[src/rtl/rem_seq.sv]
// Sequential sign-magnitude divider: restoring division, one quotient bit per
// cycle, start/done handshake with registered remainder, quotient and divbyzero.
module rem_seq #(
  parameter int WIDTH = 3
) (
  input  logic             clk,
  input  logic             rst_n,
  input  logic             start,
  input  logic [WIDTH-1:0] numerator,
  input  logic [WIDTH-1:0] denominator,
  output logic             busy,
  output logic             done,
  output logic [WIDTH-1:0] remainder,
  output logic [WIDTH-1:0] quotient,
  output logic             divbyzero
);

  localparam int M  = WIDTH - 1;
  localparam int CW = $clog2(WIDTH);

  typedef enum logic [1:0] {IDLE, CALC, DONE} state_t;

  state_t          state;
  logic            nsign;
  logic            dsign;
  logic [M-1:0]    dmag;
  logic [M-1:0]    prem;
  logic [M-1:0]    sreg;
  logic [CW-1:0]   count;

  logic [M:0]      shifted;
  logic            ge;
  logic [M-1:0]    prem_next;
  logic [M-1:0]    sreg_next;

  // One restoring step: bring in the next dividend bit, trial-subtract |d|,
  // and shift the resulting quotient bit into the freed LSB of the shift register.
  always_comb begin
    shifted   = {prem, sreg[M-1]};
    ge        = (shifted >= {1'b0, dmag});
    prem_next = ge ? M'(shifted - {1'b0, dmag}) : shifted[M-1:0];
    sreg_next = (sreg << 1) | M'(ge);
  end

  always_ff @(posedge clk or negedge rst_n) begin
    if (!rst_n) begin
      state     <= IDLE;
      busy      <= 1'b0;
      done      <= 1'b0;
      remainder <= '0;
      quotient  <= '0;
      divbyzero <= 1'b0;
      nsign     <= 1'b0;
      dsign     <= 1'b0;
      dmag      <= '0;
      prem      <= '0;
      sreg      <= '0;
      count     <= '0;
    end else begin
      case (state)
        IDLE: begin
          if (start) begin
            nsign <= numerator[WIDTH-1];
            dsign <= denominator[WIDTH-1];
            dmag  <= denominator[M-1:0];
            busy  <= 1'b1;
            if (denominator[M-1:0] == '0) begin
              // Divide-by-zero passes the numerator through untouched, sign included.
              remainder <= numerator;
              quotient  <= '0;
              divbyzero <= 1'b1;
              done      <= 1'b1;
              state     <= DONE;
            end else begin
              prem  <= '0;
              sreg  <= numerator[M-1:0];
              count <= CW'(M);
              state <= CALC;
            end
          end
        end
        CALC: begin
          prem  <= prem_next;
          sreg  <= sreg_next;
          count <= count - CW'(1);
          if (count == CW'(1)) begin
            remainder <= {nsign & (|prem_next), prem_next};
            quotient  <= {(nsign ^ dsign) & (|sreg_next), sreg_next};
            divbyzero <= 1'b0;
            done      <= 1'b1;
            state     <= DONE;
          end
        end
        DONE: begin
          done  <= 1'b0;
          busy  <= 1'b0;
          state <= IDLE;
        end
        default: state <= IDLE;
      endcase
    end
  end

endmodule

[config.mk]
export PLATFORM = sky130hd
export DESIGN_NAME = rem_seq
export DESIGN_NICKNAME = d
export VERILOG_FILES = /design/src/rtl/rem_seq.sv
export SDC_FILE = /design/constraint.sdc
export NUM_CORES = 1
export LEC_CHECK = 0
export ABC_CLOCK_PERIOD_IN_PS = 1590
export BUFFER_PORTS_ARGS = -buffer_cell sky130_fd_sc_hd__buf_4
export CAP_MARGIN = 0
export CORE_AREA = 8 8 55 57
export DETAILED_ROUTE_END_ITERATION = 8
export DIE_AREA = 0 0 63 65
export GPL_ROUTABILITY_DRIVEN = 0
export HOLD_SLACK_MARGIN = 0.12
export MAX_ROUTING_LAYER = met4
export PLACE_DENSITY = 0.8
export SLEW_MARGIN = 10
export SYNTH_ARGS = -nofsm -noshare
export SYNTH_HDL_FRONTEND = slang
export SYNTH_SLANG_ARGS = --single-unit
[constraint.sdc]
create_clock -name clk -period 1.59 [get_ports clk]
set_input_delay 0.318 -clock clk [delete_from_list [all_inputs] [get_ports clk]]
set_output_delay 0.318 -clock clk [all_outputs]
set_load 0.05 [all_outputs]
# Word-level counts from Yosys, hierarchy flattened

Index checks and enable logic that the tools add are counted.

Bitwise logic cells: 4
Equality and inequality tests: 7
Magnitude comparators: 1
Reduce and logical (&&, ||, !) cells: 13
Add/sub/neg operators: 2
Muxes and demuxes: 30

Operators by type and width:

| operator              | count |
|---|---|
| $mux W2               | 10 |
| $mux W3               | 6 |
| $pmux W2 S2           | 4 |
| $pmux W3 S2           | 2 |
| $ne A2 B2 Y1 const B  | 4 |
| $reduce_and A4 Y1     | 2 |
| $reduce_and A2 Y1     | 3 |
| $mux W1               | 5 |
| $eq A2 B1 Y1 const B  | 2 |
| $logic_not A2 Y1      | 2 |
| $pmux W1 S2           | 2 |
| $reduce_bool A2 Y1    | 2 |
| $reduce_or A2 Y1      | 2 |
| $ge A3 B2 Y1          | 1 |
| $pmux W1 S3           | 1 |
| $reduce_and A3 Y1     | 1 |
| $reduce_bool A3 Y1    | 1 |
| $and A1 B1 Y1         | 2 |
| $eq A2 B2 Y1 const B  | 1 |
| $or A2 B1 Y2          | 1 |
| $sub A2 B1 Y2 const B | 1 |
| $sub A2 B2 Y2         | 1 |
| $xor A1 B1 Y1         | 1 |

Output and inout bits: 9
Bits of input ports: 9
Register bits after elaboration: 21

# Depth between registers and ports, before layout

Depth after elaboration: 6
Mapped depth: 7

# Worst setup path after synthesis

Ideal clock, no wire load.

Path type: reg2reg
Start point: register state[0]
End point: register remainder[1]
Setup slack: 0.004 ns
Arrival: 1.464 ns
Buffers on the path: 0
Clock period less this slack: 1.586 ns
Library setup time: 0.121 ns
Cell stages (with the launch flop): 6
Required time: 1.469 ns
Cells stage by stage: dfrtp_1 > or4b_1 > a21o_2 > inv_2 > nand2_1 > o22a_1

Longest elaborated chain between the ends: 3

Ends and longest elaborated chain:

| what                                                                | RTL line | RTL |
|---|---|---|
| start: declaration                                                  | 23       | `state_t state;` |
| start signal: assignment                                            | 47       | `state <= IDLE;` |
| start signal: assignment                                            | 73       | `state <= DONE;` |
| start signal: assignment                                            | 78       | `state <= CALC;` |
| $eq A2 B1 Y1 / $logic_not A2 Y1 (equally long branches)             | 60       | `case (state)` |
| $ne A2 B2 Y1 (no line) / $reduce_bool A2 Y1 (equally long branches) | n/a      |  |
| $reduce_and A4 Y1 (no line)                                         | n/a      |  |
| end signal: assignment                                              | 69       | `remainder <= numerator;` |
| end signal: assignment                                              | 87       | `remainder <= {nsign & (\|prem_next), prem_next};` |
| end: declaration                                                    | 13       | `output logic [WIDTH-1:0] remainder,` |

Several ways; a longest one is shown, not always the timed one.
A chain may end at the register's enable or synchronous reset.

# Final worst setup path

Start point: register prem[0]
End point: register remainder[2]

Longest elaborated chain between the ends: 6

Ends and longest elaborated chain:

| what                                                 | RTL line | RTL |
|---|---|---|
| start: declaration                                   | 27       | `logic [M-1:0] prem;` |
| start signal: assignment                             | 83       | `prem <= prem_next;` |
| $ge A3 B2 Y1 / $sub A2 B2 Y2 (equally long branches) | 40, 41   |  |
| $mux W2 (*)                                          | 41       | `prem_next = ge ? M'(shifted - {1'b0, dmag}) : shifted[M-1:0];` |
| $reduce_or A2 Y1 (*)                                 | 87       |  |
| $and A1 B1 Y1 (*)                                    | 87       |  |
| $mux W3 (*)                                          | 86       | `if (count == CW'(1)) begin` |
| $pmux W3 S2 (*)                                      | 60       |  |

Mark *: on every way between the ends. The rest lies on a longest branch, timed or not. The select of a mux whose other input is x is not followed.

==> impl_results.md <==
- CTS tree: done
- Vias per inst: 5.29
- Cts bufs inserted: 3
- Worst setup EP type: register
- Critical-path top delay cell: dfrtp_1
- Post-Syn Instances: 96
- CP startpoint kind: register
- Mean Syn Cell Area: approximately 10 sq um
- Reg2reg setup slack: 30 ps
- Maximum Capacitance Violations: 0
- Crit Path Class: reg -> reg
- CP Data Required Time: roughly 1800 ps
- Clk pin slew, worst setup/hold paths: 110 ps
- DRC: 0
- Hold Crit Depth: 2
- Worst EP arrival: 1810 ps
- Slew @ Worst Pin: 381 ps
- Synth area leaders: dfrtp_1 54%, nand2_1 6.1%, mux2_2 4.6%
- Min-Delay Path Class: in -> reg
- Nets: between 100 and 150
- WL/cell: 14.1 um
- Clock Skew: 6.96 ps
- Post-synth top area share: 0.537
- Commonest cells after routing, fill and taps aside: 29 x buf_4, 21 x dfrtp_1, 16 x nand2_1
- Chip Height: 65 um
- Fin crit period: approximately 1600 ps
- Clk_lat worst skew: 300 ps
- Initial antenna violation count: 0
- Cell-by-cell trace of the critical path: ha_4, or2_4, buf_6, a211o_1, a21oi_2, o22a_1
- Crit Path Max Fanout: 2
- Placeable core area: around 2100 sq um
- Register Area: 526 sq um
- Yosys reg bits: 21
- Root Buffer: clkbuf_4
- Commonest non-fill, non-tap cell in the layout: buf_4
- Crit-path max cell delay: 420 ps
- R2R depth: 6
- Tot GR Track Use: 0.109
- Levels on crit path: 6
- DRT Wirelength: 2210 um
- Critical path buffers and inverters: 1
- Hold Slack: 244 ps
- Detailed Routing Iterations Pass 1: 4
- Final setup fails: 0
- Die ar.: 4100 sq um
- Iter 0 DRT Violations: 11
- Slew HR: 0.746
- Final period util: 0.980
- Unrepaired setup endpoints after global routing: true
- Vias: 831
- Fin. Hold Viols: 0
- Clock Sinks: 21
- Yosys cell types: 26
- Fmax: 641 MHz
- Fillers: 174
- Share of layout cells above drive strength 1: 0.388
- Vias in the first global route: 834
- Bufs on Longest Clock Path: 2
- Status: finished, final reports clean
- Row count: 17
- First-pass GRT wire length: ~3600 um
- Area of the multi-input gates: 509 sq um
- Area Overhead vs Synth: 39.0%
- GR Overflow Total: 0
- CP delay by family, top: compound AO/OA/AOI/OAI gates
- Antenna cells: 0
- Antenna viol nets, final: 0
- Syn nets: 108
- Initial Util: 0.455
- IO Count: 18
- Port Buf Inserts: 17
- Largest net degree at the start of global routing: 22
- Yosys warns: 0
- Die extent in x: 63 um
- Cell taking the most area after synthesis: dfrtp_1
- Slew Limit Fails: 0
- Mapped Area: between 900 and 1000 sq um
- Sequential area share after synthesis: 0.537
- Post-DP HPWL: 1670 um
- CTS HTree Levels: 1
## state kept, by name, indices dropped and copies added, names as in the netlist, 2 cells and up
register	cells
count	2
remainder	3
sreg	2
dmag	2
quotient	3
prem	2
state	2
## cell type report
type / count / area share
Clock buffer: 4 / 0.0193
Tap cell: 28 / 0.0258
Timing Repair Buffer: 31 / 0.176
Inverter: 6 / 0.0184
Multi-Input combinational cell: 67 / 0.374
Sequential cell: 21 / 0.386
## worst paths after layout
path | startpoint | end
max in group asynchronous | rst_n | remainder[1]$_DFFE_PN0P_
max reg2reg | prem[0]$_DFFE_PN0P_ | remainder[2]$_DFFE_PN0P_
min reg2reg | count[0]$_DFFE_PN0P_ | count[0]$_DFFE_PN0P_
min | denominator[2] | dsign$_DFFE_PN0P_
min in group asynchronous | rst_n | count[0]$_DFFE_PN0P_
max | prem[0]$_DFFE_PN0P_ | remainder[2]$_DFFE_PN0P_
## cell usage after synthesis
cell       count
nor2_1         7
xnor2_1        1
nand2b_1       2
o21ai_0        6
ha_1           3
o31ai_1        2
inv_2          1
dfrtp_1       21
a211o_1        1
mux2_2         4
or2_2          1
o21a_1         1
a2111oi_0      1
nor2b_1        3
o41ai_2        1
a21o_2         1
or4b_1         1
o22a_1         2
clkbuf_1       2
a21oi_1        7
nand2_1       16
a31oi_1        1
inv_1          5
and3_1         1
o211ai_1       2
a21o_1         3
## kinds of logic (layout without fill, tap and decap cells)
family / count (synthesis) / in the layout / synth area share
and+or+nand+nor: 31 / 31 / 0.143
AOI/OAI and AO/OA: 28 / 28 / 0.196
DFF: 21 / 21 / 0.537
buffers and inverters: 8 / 41 / 0.0307
muxes: 4 / 4 / 0.0460
adders and majority gates: 3 / 3 / 0.0384
xor gates and xnor gates: 1 / 1 / 0.00895
## stage by stage
stage               cells  setup TNS, ps   util  area, sq um  worst slack, ps
finish                157              0  0.633         1360             31.0
global route          157          -59.6  0.633         1360            -25.4
CTS                   154              0  0.607         1300             4.53
detailed placement    149           -293  0.563         1210             -111
global placement      149           -246  0.563         1210             -102
floorplan              96              0      -          978             4.39
## repair_timing
action / 4_1_cts / 5_1_grt
hold buffers: 1 / 0
resized for setup: 11 / 6
endpoints found under the setup margin: 5 / 5
buffers inserted: 0 / 3
endpoints found under the hold margin: 21 / 0
pin swaps: 5 / 7
## metal layers
layer	vias to the layer above	routed length (um)	global-route usage
li1	403	-	-
met4	0	40	0.0484
met3	7	82	0.0258
met5	-	0	-
met2	21	1150	0.190
met1	400	940	0.115
## worst register-to-register path, cell delays in order, from the launching register on
cell and delay (ps):
dfrtp_1 420, ha_4 170, or2_4 240, buf_6 120
a211o_1 300, a21oi_2 130, o22a_1 120
Power is not shown: default switching activity piles up to over one toggle a cycle in this logic, so the estimate is an artifact.
